<file path="src/rtl/mem_stage_pkg.sv">
// mem_stage_pkg: shared control indices, encodings, FSM states and vectors for the memory stage
package mem_stage_pkg;

   localparam int C_BUBBLE   = 0;
   localparam int C_READ     = 1;
   localparam int C_WRITE    = 2;
   localparam int C_SIZE_LO  = 3;
   localparam int C_SIZE_HI  = 4;
   localparam int C_UNSIGNED = 5;
   localparam int C_REGWRITE = 6;

   typedef enum logic [1:0] {
      SZ_B = 2'b00,
      SZ_H = 2'b01,
      SZ_W = 2'b10,
      SZ_X = 2'b11
   } size_t;

   typedef enum logic [1:0] {
      S_IDLE  = 2'd0,
      S_BUSY  = 2'd1,
      S_ABORT = 2'd2
   } state_t;

   localparam logic [4:0] DEF_VEC_MIS_LOAD  = 5'd4;
   localparam logic [4:0] DEF_VEC_MIS_STORE = 5'd5;
   localparam logic [4:0] DEF_VEC_BUSERR    = 5'd7;

   // Halfwords need an even address; words (and the unused 11 encoding) need word alignment.
   function automatic logic misaligned(input size_t size, input logic [1:0] lane);
      return size == SZ_H ? lane[0] : size == SZ_B ? 1'b0 : lane != 2'b00;
   endfunction

endpackage

</file>
<file path="src/rtl/mem_stage_if.sv">
// mem_stage_if: data-memory req/ack bus between the memory stage and data memory
interface mem_stage_if;

   logic        req;
   logic        we;
   logic [31:0] addr;
   logic [31:0] wdata;
   logic [3:0]  be;
   logic [31:0] rdata;
   logic        ack;

   modport master (output req, we, addr, wdata, be, input rdata, ack);
   modport slave  (input req, we, addr, wdata, be, output rdata, ack);

endinterface

</file>
<file path="src/rtl/mem_lane_align.sv">
// mem_lane_align: byte-enable/store-data lane builder and little-endian load extractor
module mem_lane_align
   import mem_stage_pkg::*;
(
   input  size_t       size,
   input  logic [1:0]  lane,
   input  logic        load_unsigned,
   input  logic [31:0] store_data,
   input  logic [31:0] rdata,
   output logic [3:0]  be,
   output logic [31:0] wdata,
   output logic [31:0] load_data
);

   logic [7:0]  byte_sel;
   logic [15:0] half_sel;

   assign byte_sel = rdata[{lane, 3'b000} +: 8];
   assign half_sel = lane[1] ? rdata[31:16] : rdata[15:0];

   // Stores replicate the datum over every lane so the byte enables alone pick the target bytes.
   assign be    = size == SZ_B ? 4'b0001 << lane : size == SZ_H ? 4'b0011 << {lane[1], 1'b0} : 4'hF;
   assign wdata = size == SZ_B ? {4{store_data[7:0]}} : size == SZ_H ? {2{store_data[15:0]}} : store_data;

   assign load_data = size == SZ_B ? {{24{!load_unsigned && byte_sel[7]}}, byte_sel} :
                      size == SZ_H ? {{16{!load_unsigned && half_sel[15]}}, half_sel} : rdata;

endmodule

</file>
<file path="src/rtl/mem_stage.sv">
// mem_stage: pipeline memory stage issuing req/ack data accesses and registering the MEM/WB boundary
module mem_stage
   import mem_stage_pkg::*;
#(
   parameter int         TIMEOUT       = 255,
   parameter logic [4:0] VEC_MIS_LOAD  = DEF_VEC_MIS_LOAD,
   parameter logic [4:0] VEC_MIS_STORE = DEF_VEC_MIS_STORE,
   parameter logic [4:0] VEC_BUSERR    = DEF_VEC_BUSERR
)(
   input  logic               clk,
   input  logic               reset,
   input  logic [6:0]         control_in,
   input  logic [31:0]        alu_in,
   input  logic [31:0]        sw_in,
   input  logic [4:0]         regdst_in,
   input  logic [4:0]         vector_in,
   input  logic               mem_flush,
   mem_stage_if.master        dmem,
   output logic               mem_stall,
   output logic [31:0]        wb_data_out,
   output logic [4:0]         regdst_out,
   output logic               regwrite_out,
   output logic [4:0]         vector_out,
   output logic               valid_out
);

   logic        bubble;
   logic        rd;
   logic        wr;
   logic        reg_write;
   logic        load_unsigned;
   logic        mis;
   logic        mem_op;
   logic        timeout_hit;
   logic [31:0] load_data;
   logic [7:0]  cnt;
   size_t       size;
   state_t      state;

   assign bubble        = control_in[C_BUBBLE];
   assign rd            = control_in[C_READ];
   assign wr            = control_in[C_WRITE];
   assign reg_write     = control_in[C_REGWRITE];
   assign load_unsigned = control_in[C_UNSIGNED];
   assign size          = size_t'(control_in[C_SIZE_HI:C_SIZE_LO]);

   assign mis         = !bubble && (rd || wr) && misaligned(size, alu_in[1:0]);
   assign mem_op      = !bubble && (rd || wr) && vector_in == 5'd0 && !mis;
   assign timeout_hit = cnt == 8'(TIMEOUT - 1);

   assign dmem.req  = state != S_IDLE;
   assign dmem.we   = wr;
   assign dmem.addr = {alu_in[31:2], 2'b00};

   // Stall is gated by reset so an asserted reset releases upstream even with a memory op waiting.
   assign mem_stall = reset && (state == S_IDLE ? mem_op && !mem_flush : !(dmem.ack || timeout_hit));

   mem_lane_align u_align (
      .size          (size),
      .lane          (alu_in[1:0]),
      .load_unsigned (load_unsigned),
      .store_data    (sw_in),
      .rdata         (dmem.rdata),
      .be            (dmem.be),
      .wdata         (dmem.wdata),
      .load_data     (load_data)
   );

   // Access FSM plus MEM/WB register; a flushed access in flight still runs to ack/timeout in ABORT.
   always_ff @(posedge clk or negedge reset) begin
      if (!reset) begin
         state        <= S_IDLE;
         cnt          <= 8'd0;
         wb_data_out  <= 32'd0;
         regdst_out   <= 5'd0;
         regwrite_out <= 1'b0;
         vector_out   <= 5'd0;
         valid_out    <= 1'b0;
      end else begin
         regdst_out <= regdst_in;
         case (state)
            S_IDLE: begin
               cnt <= 8'd0;
               if (mem_op && !mem_flush) begin
                  state        <= S_BUSY;
                  wb_data_out  <= 32'd0;
                  regwrite_out <= 1'b0;
                  vector_out   <= 5'd0;
                  valid_out    <= 1'b0;
               end else begin
                  wb_data_out  <= mem_flush ? 32'd0 : alu_in;
                  regwrite_out <= !mem_flush && reg_write && !bubble && !mis;
                  vector_out   <= mem_flush ? 5'd0 : vector_in != 5'd0 ? vector_in :
                                  mis ? (rd ? VEC_MIS_LOAD : VEC_MIS_STORE) : 5'd0;
                  valid_out    <= !mem_flush && !bubble;
               end
            end
            S_BUSY: begin
               if (dmem.ack || timeout_hit) begin
                  state        <= S_IDLE;
                  cnt          <= 8'd0;
                  wb_data_out  <= mem_flush ? 32'd0 : dmem.ack && rd ? load_data : alu_in;
                  regwrite_out <= !mem_flush && dmem.ack && rd && reg_write;
                  vector_out   <= mem_flush || dmem.ack ? 5'd0 : VEC_BUSERR;
                  valid_out    <= !mem_flush;
               end else begin
                  cnt   <= cnt + 8'd1;
                  state <= mem_flush ? S_ABORT : S_BUSY;
               end
            end
            S_ABORT: begin
               if (dmem.ack || timeout_hit) begin
                  state        <= S_IDLE;
                  cnt          <= 8'd0;
                  wb_data_out  <= 32'd0;
                  regwrite_out <= 1'b0;
                  vector_out   <= 5'd0;
                  valid_out    <= 1'b0;
               end else begin
                  cnt <= cnt + 8'd1;
               end
            end
            default: state <= S_IDLE;
         endcase
      end
   end

endmodule

</file>
<file path="src/flat_wrapper.sv">
// flat-port wrapper written by rule: the top's interface ports become plain ports
module mem_stage_flat import mem_stage_pkg::*;
#(
   parameter int         TIMEOUT       = 255,
   parameter logic [4:0] VEC_MIS_LOAD  = DEF_VEC_MIS_LOAD,
   parameter logic [4:0] VEC_MIS_STORE = DEF_VEC_MIS_STORE,
   parameter logic [4:0] VEC_BUSERR    = DEF_VEC_BUSERR
)
  (clk, reset, control_in, alu_in, sw_in, regdst_in, vector_in, mem_flush, mem_stall, wb_data_out, regdst_out, regwrite_out, vector_out, valid_out, dmem_req, dmem_we, dmem_addr, dmem_wdata, dmem_be, dmem_rdata, dmem_ack);
  mem_stage_if dmem_i ();
  input  logic clk;
  input  logic reset;
  input  logic [6:0] control_in;
  input  logic [31:0] alu_in;
  input  logic [31:0] sw_in;
  input  logic [4:0] regdst_in;
  input  logic [4:0] vector_in;
  input  logic mem_flush;
  output logic mem_stall;
  output logic [31:0] wb_data_out;
  output logic [4:0] regdst_out;
  output logic regwrite_out;
  output logic [4:0] vector_out;
  output logic valid_out;
  output wire logic [$bits(dmem_i.req)-1:0] dmem_req;
  output wire logic [$bits(dmem_i.we)-1:0] dmem_we;
  output wire logic [$bits(dmem_i.addr)-1:0] dmem_addr;
  output wire logic [$bits(dmem_i.wdata)-1:0] dmem_wdata;
  output wire logic [$bits(dmem_i.be)-1:0] dmem_be;
  input wire logic [$bits(dmem_i.rdata)-1:0] dmem_rdata;
  input wire logic [$bits(dmem_i.ack)-1:0] dmem_ack;
  assign dmem_req = dmem_i.req;
  assign dmem_we = dmem_i.we;
  assign dmem_addr = dmem_i.addr;
  assign dmem_wdata = dmem_i.wdata;
  assign dmem_be = dmem_i.be;
  assign dmem_i.rdata = dmem_rdata;
  assign dmem_i.ack = dmem_ack;
  mem_stage #(.TIMEOUT(TIMEOUT), .VEC_MIS_LOAD(VEC_MIS_LOAD), .VEC_MIS_STORE(VEC_MIS_STORE), .VEC_BUSERR(VEC_BUSERR)) u_core (.clk(clk), .reset(reset), .control_in(control_in), .alu_in(alu_in), .sw_in(sw_in), .regdst_in(regdst_in), .vector_in(vector_in), .mem_flush(mem_flush), .dmem(dmem_i), .mem_stall(mem_stall), .wb_data_out(wb_data_out), .regdst_out(regdst_out), .regwrite_out(regwrite_out), .vector_out(vector_out), .valid_out(valid_out));
endmodule
</file>
<file path="config.mk">
export PLATFORM = sky130hd
export DESIGN_NAME = mem_stage_flat
export DESIGN_NICKNAME = d
export VERILOG_FILES = /design/src/rtl/mem_stage_pkg.sv /design/src/rtl/mem_stage_if.sv /design/src/rtl/mem_lane_align.sv /design/src/rtl/mem_stage.sv /design/src/flat_wrapper.sv
export SDC_FILE = /design/constraint.sdc
export NUM_CORES = 1
export LEC_CHECK = 0
export ABC_AREA = 0
export BUFFER_PORTS_ARGS = -buffer_cell sky130_fd_sc_hd__buf_2
export CORE_ASPECT_RATIO = 0.8
export CORE_MARGIN = 2
export CORE_UTILIZATION = 48
export CTS_CLUSTER_SIZE = 10
export DETAILED_ROUTE_END_ITERATION = 8
export PLACE_DENSITY = 0.93
export RECOVER_POWER = 50
export SETUP_SLACK_MARGIN = 0.02
export SLEW_MARGIN = 40
export SYNTH_ARGS = -nofsm -noshare
export SYNTH_HDL_FRONTEND = slang
export SYNTH_SLANG_ARGS = --single-unit
</file>
<file path="constraint.sdc">
create_clock -name clk -period 6.95 [get_ports clk]
set_input_delay 2.085 -clock clk [delete_from_list [all_inputs] [get_ports clk]]
set_output_delay 2.085 -clock clk [all_outputs]
set_load 0.1 [all_outputs]
</file>
After elaboration in Yosys (flattened, before gate mapping). Cells that the tools add are included.

Add/sub/neg operators: 1. Equal/unequal tests: 7. Shift operators: 3. Mux-type cells: 40. Reduce and logical (&&, ||, !) cells: 35.

Operators by type and width (number): $mux 32 (10); $pmux 32 s3 (1); $shiftx 32x6->8 (1); $mux 5 (6); $logic_and 1x1->1 (16); $mux 16 (1); $pmux 8 s2 (1); $pmux 5 s3 (1); $mux 1 (9); $add 8x1->8 const B (1); $eq 8x8->1 const B (1); $mux 2 (4); $mux 4 (2); $mux 8 (1); $pmux 1 s3 (2); $pmux 2 s3 (1); $reduce_bool 2->1 (3); $logic_not 1->1 (5); $logic_not 5->1 (1); $reduce_bool 5->1 (1); $eq 2x1->1 const B (2); $logic_not 2->1 (2); $ne 2x1->1 const B (2); $shl 1x2->4 const A (1); 9 further kinds (11).

Flip-flop bits (word level): 54. Input port bits: 117. Output and inout bits: 115. Word-level logic and storage cells: 93.

Logic depth before layout (Yosys ltp). Gate-level depths: netlist of run 1.

Depth in word-level cells: 9. Depth in mapped cells: 9. Depth with buffers taken out: 7.

Modules after synthesis. From an unflattened synthesis of run 1, not the netlist that was laid out.

Cells, all modules: 518. Area total of the unflattened synthesis: 4403.0 sq um.

By module, submodules not included: mem_stage (times used 1, cells each 339, area each 3113.0 sq um, seq. area each 1351.3 sq um); mem_lane_align (times used 1, cells each 179, area each 1290.0 sq um, seq. area each 0.0 sq um).

Worst setup path after synthesis of run 1. No wires, ideal clock.

Path type: in2out. Start: input control_in[4]. End: output dmem_wdata[29]. Arrival time: 5.031 ns. Data required time: 4.865 ns. Path slack: -0.166 ns. Stages: 5. Path buffers: 4. Cell sequence: clkbuf_1 clkbuf_1 clkbuf_1 clkbuf_1 o21ai_0.

Word-level cells in the longest chain between the ends: 3. Elaborated cells between the ends (all ways): 4. Classes of those cells: eq/ne: 1; mux: 2; reduce/logical: 1.

Ends and longest elaborated chain: start, declared (RTL line flat_wrapper.sv:13) `input logic [6:0] control_in;`; $eq 2x1->1 (RTL line mem_lane_align.sv:23) `assign wdata = size == SZ_B ? {4{store_data[7:0]}} : size == SZ_H ? {2{store_data[15:0]}} : store_data;`; $mux 32 (RTL line mem_lane_align.sv:23); $mux 32 (*) (RTL line mem_lane_align.sv:23); end, declared (RTL line flat_wrapper.sv:28) `output wire logic [$bits(dmem_i.wdata)-1:0] dmem_wdata;`.

Mark *: on every way between the ends. The rest lies on a longest branch, timed or not.

Final worst setup path of run 1.
Start: input vector_in[1]. End: output mem_stall.

Word-level cells in the longest chain between the ends: 6.

Ends and longest elaborated chain: start, declared (RTL line flat_wrapper.sv:17) `input logic [4:0] vector_in;`; $logic_not 5->1 (RTL line mem_stage.sv:48) `assign mem_op = !bubble && (rd || wr) && vector_in == 5'd0 && !mis;`; $logic_and 1x1->1 (2 in series) (RTL line mem_stage.sv:48); $logic_and 1x1->1 (RTL line mem_stage.sv:56) `assign mem_stall = reset && (state == S_IDLE ? mem_op && !mem_flush : !(dmem.ack || timeout_hit));`; $mux 1 (RTL line mem_stage.sv:56); $logic_and 1x1->1 (RTL line mem_stage.sv:56); end, declared (RTL line flat_wrapper.sv:19) `output logic mem_stall;`.

No other way between the ends.

==> results of run 1 <==
-- registers in the layout, summed over array words and instances (netlist names) --
signal,flops
u_core.wb_data_out,32
u_core.cnt,8
u_core.state,2
u_core.vector_out,5
u_core.valid_out,1
u_core.regdst_out,5
u_core.regwrite_out,1
-- metrics by stage --
step,setup slack (ns),power (uW),TNS (ns)
finish,0.7211,2349,0
global route,0.6703,2457,0
CTS,0.7297,2377,0
detailed placement,0.7700,2165,0
global placement,0.8478,2128,0
floorplan,-0.1656,1897,-0.3312
-- logic make-up (layout without fill, tap and decap cells) --
group / count (synthesis) / after routing / share of synthesized area, %
multiplexers: 26 / 26 / 8.986
AO/OA/AOI/OAI: 166 / 166 / 26.39
buffers and inverters: 105 / 272 / 14.40
AND/OR/NAND/NOR: 123 / 123 / 13.56
adder cells (fa/ha/maj): 6 / 6 / 1.878
XOR/XNOR: 4 / 4 / 0.8768
flip-flops: 54 / 54 / 33.81
other: 1 / 2 / 0.09384
-- metal layers --
metal | vias up | wire length, um | part of all wire, % | track usage, %
met5 | - | 0 | 0 | 0
li1 | 2022 | - | - | -
met2 | 296 | 6748 | 49 | 53.02
met3 | 49 | 1256 | 9.1 | 6.079
met4 | 0 | 385 | 2.8 | 7.416
met1 | 2054 | 5341 | 39 | 36.74
-- cell usage after synthesis, types with 3 or more instances --
cell | instances | share of area (%)
dfrtp_1 | 54 | 34
nor2_1 | 51 | 4.8
nand2_1 | 48 | 4.5
buf_4 | 41 | 7.7
o21ai_0 | 40 | 5.0
a31oi_1 | 33 | 5.2
inv_1 | 29 | 2.7
o21ai_1 | 25 | 3.1
clkbuf_1 | 24 | 2.3
o22ai_1 | 19 | 3.0
a21oi_1 | 16 | 2.0
mux2i_1 | 10 | 2.5
mux2_2 | 9 | 2.5
a221o_1 | 8 | 2.0
a221oi_1 | 7 | 1.5
mux4_2 | 7 | 3.9
ha_1 | 6 | 1.9
buf_1 | 4 | 0.38
buf_2 | 4 | 0.50
nand2b_1 | 4 | 0.63
nand3_1 | 4 | 0.50
nor3_1 | 4 | 0.50
a211o_1 | 3 | 0.66
buf_6 | 3 | 0.85
xnor2_1 | 3 | 0.66
-- where the power goes --
group          internal, uW  switching (uW)
sequential              431            67.2
combinational           269            1370
clock                   106             106
-- final cells by class --
type,instances,area share (%)
flip-flops and latches,54,27.50
repair buffers,235,23.09
inverters,29,2.215
clock inverters,3,0.8147
clock buffers,5,1.400
well taps,108,2.750
multi-input cells,327,42.24
-- final timing paths --
check                      depth (start not counted)                   end            startpoint  slack (ns)
setup reg to reg                                   7  u_core.vector_out[2]       u_core.state[0]        3.73
setup / recovery                                   6             mem_stall          vector_in[1]        0.72
hold reg to reg                                    1  u_core.vector_out[2]  u_core.vector_out[2]        0.53
hold / removal                                     1  u_core.vector_out[2]  u_core.vector_out[2]        0.53
max in group asynchronous                          2  u_core.regdst_out[2]                 reset        2.39
min in group asynchronous                          2       u_core.state[0]                 reset        2.91
-- worst reg2reg max path: cells and delay by family (launching register included) --
kind	cells	cell delay [ns]
buffers and inverters	2	0.72
DFF	1	0.44
adders and majority gates	1	0.25
and+or+nand+nor	1	0.29
AOI/OAI and AO/OA	3	1.43
==> flow_summary.ini, run 1 <==
[status]
status = finished with violations
violations = capacitance limit, slew limit

[route]
wl_per_cell_um = 18.04
vias_per_cell = 5.809
vias = 4421
wirelength_mm = 13.73
antenna_left = 0
drt_iter0_markers = 336
drt_first_pass_iters = 5
route.detailed.drc = 0

[critical_path]
slowest_stage = or4_4
cp_data_required_time_ns = 4.87
cp_max_fo = 4
path_class = in2out
startpoint_type = input pin
crit_chain = buf_2 -> or4_4 -> or4_4 -> o31ai_2 -> o211a_1 -> buf_2
endpoint_kind = output pin
worstPathArrival_ns = 4.14
path_buf_inv = 2
cp_slowest_stage_delay_ns = 0.53
critPathTopFamily = simple AND/OR/NAND/NOR gates

[global_route]
antenna_found_initial = 0
grt_max_degree = 59
grt_pass1_vias = 4223
grt.total_usage_pct = 29.58
grt_first_pass_wirelength_mm = 21.45
overflow = 0

[clock_tree]
ctsHoldBuffers = 0
numCtsBuffers = 5
cts_buffer_depth = 2
clock-sinks = 54
post_cts_buffers = 0
cts_resized = 0
cts-root-buf = clkbuf_8
path_clk_slew_ns = 0.10
insertion_delay_ns = 0.31
htreeDepth = 2
cts_tree = done

[cells_and_area]
drive_above_1_share_pct = 34.92
utilization_pct = 61.29
num_antenna_cells = 0
syn_to_final_growth_pct = 22.98
ff_latch_area_um2 = 1351
multiInputGateArea_um2 = 2076
mostFrequentLayoutCell = buf_2
final_area_um2 = 4915
nets = 775
final_cell_mix = buf_2 (187), dfrtp_1 (54), nor2_1 (50)
nFillCells = 739
final_cells = 761

[floorplan]
die_w_um = 106.0
initial_core_util_pct = 49.84
ioPinCount = 232
die-area_um2 = 9076
fp.coreArea_um2 = 8019
die_h_um = 85.61
rows = 29

[sta]
setup_viol = 0
maxSlewViolCount = 55
max-slew-margin-rel_pct = -97.48
min_period_over_period_pct = 89.62
hold_viol_final = 0
worst_pin_slew_ns = 2.962
rsz0062_at_grt = false
timing.hold.ws_ns = 0.5327
min_period_ns = 6.229
fin_worst_skew_ns = 0.005526
fmax_mhz = 160.5

[synth]
syn_avg_cell_area_um2 = 8.240
seq_area_frac_synth_pct = 33.81
yosys.cell_types.count = 51
synth_edf_count = 0
ys_seq_elements = 54
syn_area_um2 = 3996
synth_flop_cell = dfrtp_1
yosysWarnings = 0
synthCells = 485
ys_async_sr_fraction_pct = 100.0

[worst_hold_path]
hp-class = reg2reg

[placement]
hpwl_mm = 10.54
place_congestion = 0.8996
dp_cells = 753
port_buffers = 229
dpl-instance-area_um2 = 4873

[power]
peakVddDrop_uv = 287.7
power_leakage_uw = 0.002426
power_density_nw_per_um2 = 478.0

[run]
drv_cap = 1
Note: power is estimated with default switching activity, not from simulation.
==> run 2: changes to the inputs <==
CORE_ASPECT_RATIO = not set   (was 0.8)
CORE_UTILIZATION = 50   (was 48)
PLACE_DENSITY = 0.94   (was 0.93)
SYNTH_HIERARCHICAL = 1   (was not set)
clock period = 7.7 ns   (was 6.95 ns; I/O delays follow)
==> flow_summary.ini, run 2 <==
[status]
status = finished with violations
violations = capacitance limit, slew limit

[floorplan]
ioPinCount = 232
rows = 34
fp.coreArea_um2 = 8636
die-area_um2 = 9573
die_h_um = 97.84
initial_core_util_pct = 50.99
die_w_um = 97.84

[sta]
fin_worst_skew_ns = 0.005006
hold_viol_final = 0
rsz0062_at_grt = false
min_period_ns = 6.665
maxSlewViolCount = 55
min_period_over_period_pct = 86.56
setup_viol = 0
layout_setup_ws_ns = 1.035
timing.hold.ws_ns = 0.5153
max-slew-margin-rel_pct = -95.84
fmax_mhz = 150.0
worst_pin_slew_ns = 2.938
fin_tns_setup_ns = 0

[placement]
dpl-instance-area_um2 = 5233
place_congestion = 0.9695
port_buffers = 229
preCtsSetupSlack_ns = 1.064
hpwl_mm = 11.22

[route]
route.detailed.drc = 0
antenna_left = 0
vias = 4646
wl_per_cell_um = 18.46
drt_first_pass_iters = 7
drt_iter0_markers = 449
vias_per_cell = 5.888
wirelength_mm = 14.56

[synth]
synth_edf_count = 0
synthMuxAreaShare_pct = 9.236
synthSimpleGateAreaFrac_pct = 17.79
syn_avg_cell_area_um2 = 8.500
syn_area_um2 = 4403
synth_fa_ha_area_share_pct = 1.989
yosysWarnings = 6
ys_seq_elements = 54
yosysMostFrequentCell = a211oi_1
synth_xor_area_share_pct = 0.7957
synth_top_cell_by_area = dfrtp_1
synth_flop_cell = dfrtp_1
yosys.cell_types.count = 61
synth_common_cells = a211oi_1 (64), nand2_1 (63), dfrtp_1 (54)
synth_top_family_by_area = compound AO/OA/AOI/OAI gates
synth_area_leaders = dfrtp_1 (31%), a211oi_1 (11%), buf_4 (7.3%)
seq_area_frac_synth_pct = 30.69
synth.top_cell.area_share_pct = 30.69
synthCells = 518
ys_async_sr_fraction_pct = 100.0
synth_compound_area_share_pct = 26.77

[critical_path]
worstPathArrival_ns = 4.36
startpoint_type = input pin
path_class = in2out
endpoint_kind = output pin
cp_max_fo = 5
cp_data_required_time_ns = 5.39
regToRegSetupSlack_ns = 5.08

[cells_and_area]
mostFrequentLayoutCell = buf_2
final_area_um2 = 5294
drive_above_1_share_pct = 33.48
final_cell_mix = buf_2 (184), a211oi_1 (64), nand2_1 (63)
nets = 804
multiInputGateArea_um2 = 2517
nFillCells = 798
regMostFlops = u_core/wb_data_out
num_antenna_cells = 0
ff_latch_area_um2 = 1351
syn_to_final_growth_pct = 20.23
largest_reg_flops = 32
top_regs = u_core/wb_data_out: 32 flops, u_core/cnt: 8 flops

[global_route]
grt_first_pass_wirelength_mm = 22.19
grt_max_degree = 68
antenna_found_initial = 0
overflow = 0
grt_pass1_vias = 4384
grt.total_usage_pct = 28.67

[clock_tree]
cts_buffer_depth = 2
htreeDepth = 2
path_clk_slew_ns = 0.10
cts_resized = 0
numCtsBuffers = 5
post_cts_buffers = 0
cts-root-buf = clkbuf_8
clock-sinks = 54
ctsHoldBuffers = 0
insertion_delay_ns = 0.30
cts_tree = done

[worst_hold_path]
hp-class = reg2reg

[power]
power.internal_uw = 768.9
power.net_switching_uw = 1387
p_clk_share_pct = 9.5
power_density_nw_per_um2 = 407.2
power_leakage_uw = 0.002479
switching_share_pct = 64.33
power_uw = 2156
pwr-share-comb_pct = 70.5
power.share.sequential_pct = 20.1
peakVddDrop_uv = 188.5

[run]
drv_cap = 1
==> run 2: cell families after synthesis <==
| family | after synthesis |
|---|---|
| buf+inv | 89 |
| xor+xnor | 4 |
| mux | 34 |
| compound gates | 164 |
| simple gates | 165 |
| flops | 54 |
| fa+ha+maj | 7 |
| other cells | 1 |
==> run 2: path summary, 6_finish.rpt <==
kind,from,to,cells after the start
hold / removal,u_core/vector_out[3],u_core/vector_out[3],2
setup / recovery,vector_in[1],mem_stall,6
hold reg to reg,u_core/vector_out[3],u_core/vector_out[3],2
setup reg to reg,u_core/state[0],u_core/wb_data_out[19],7
min in group asynchronous,reset,u_core/wb_data_out[30],2
max in group asynchronous,reset,u_core/wb_data_out[25],2
==> run 2: cell type report <==
| class | instances | share of cell area [%] |
|---|---|---|
| multi-input combinational | 376 | 47.55 |
| sequential | 54 | 25.53 |
| timing repair buffer | 234 | 21.44 |
| tap | 108 | 2.553 |
| clock buffer | 6 | 1.560 |
| clock inverter | 2 | 0.7327 |
| inverter | 9 | 0.6381 |
==> run 2: per-layer routing <==
layer / track usage [%] / vias to the layer above / part of all wire [%]
met3: 2.720 / 53 / 6.6
met5: 0 / - / 0
met1: 33.56 / 2148 / 38
met4: 12.50 / 0 / 4.5
li1: - / 2167 / -
met2: 53.00 / 278 / 51
==> run 2: worst max-delay path, cell delays in order <==
cell and delay (ns):
buf_2 0.11, or4_4 0.55, a2111o_1 0.51, o21ai_0 0.26, o211a_1 0.19, buf_2 0.42
==> run 2: power groups by stage <==
stage	registers (uW)	clock network, uW	logic [uW]
after global routing	446	218	1580
final	433	204	1520
after global placement	429	0	1490
after floorplan	1020	0	688
after detailed placement	437	0	1530
after CTS	431	210	1530
==> run 2: through the flow <==
stage	std cells	util [%]
after floorplan	519	-
after global placement	779	60.24
after detailed placement	781	60.59
after CTS	789	62.00
after global routing	789	61.30
final	789	61.30
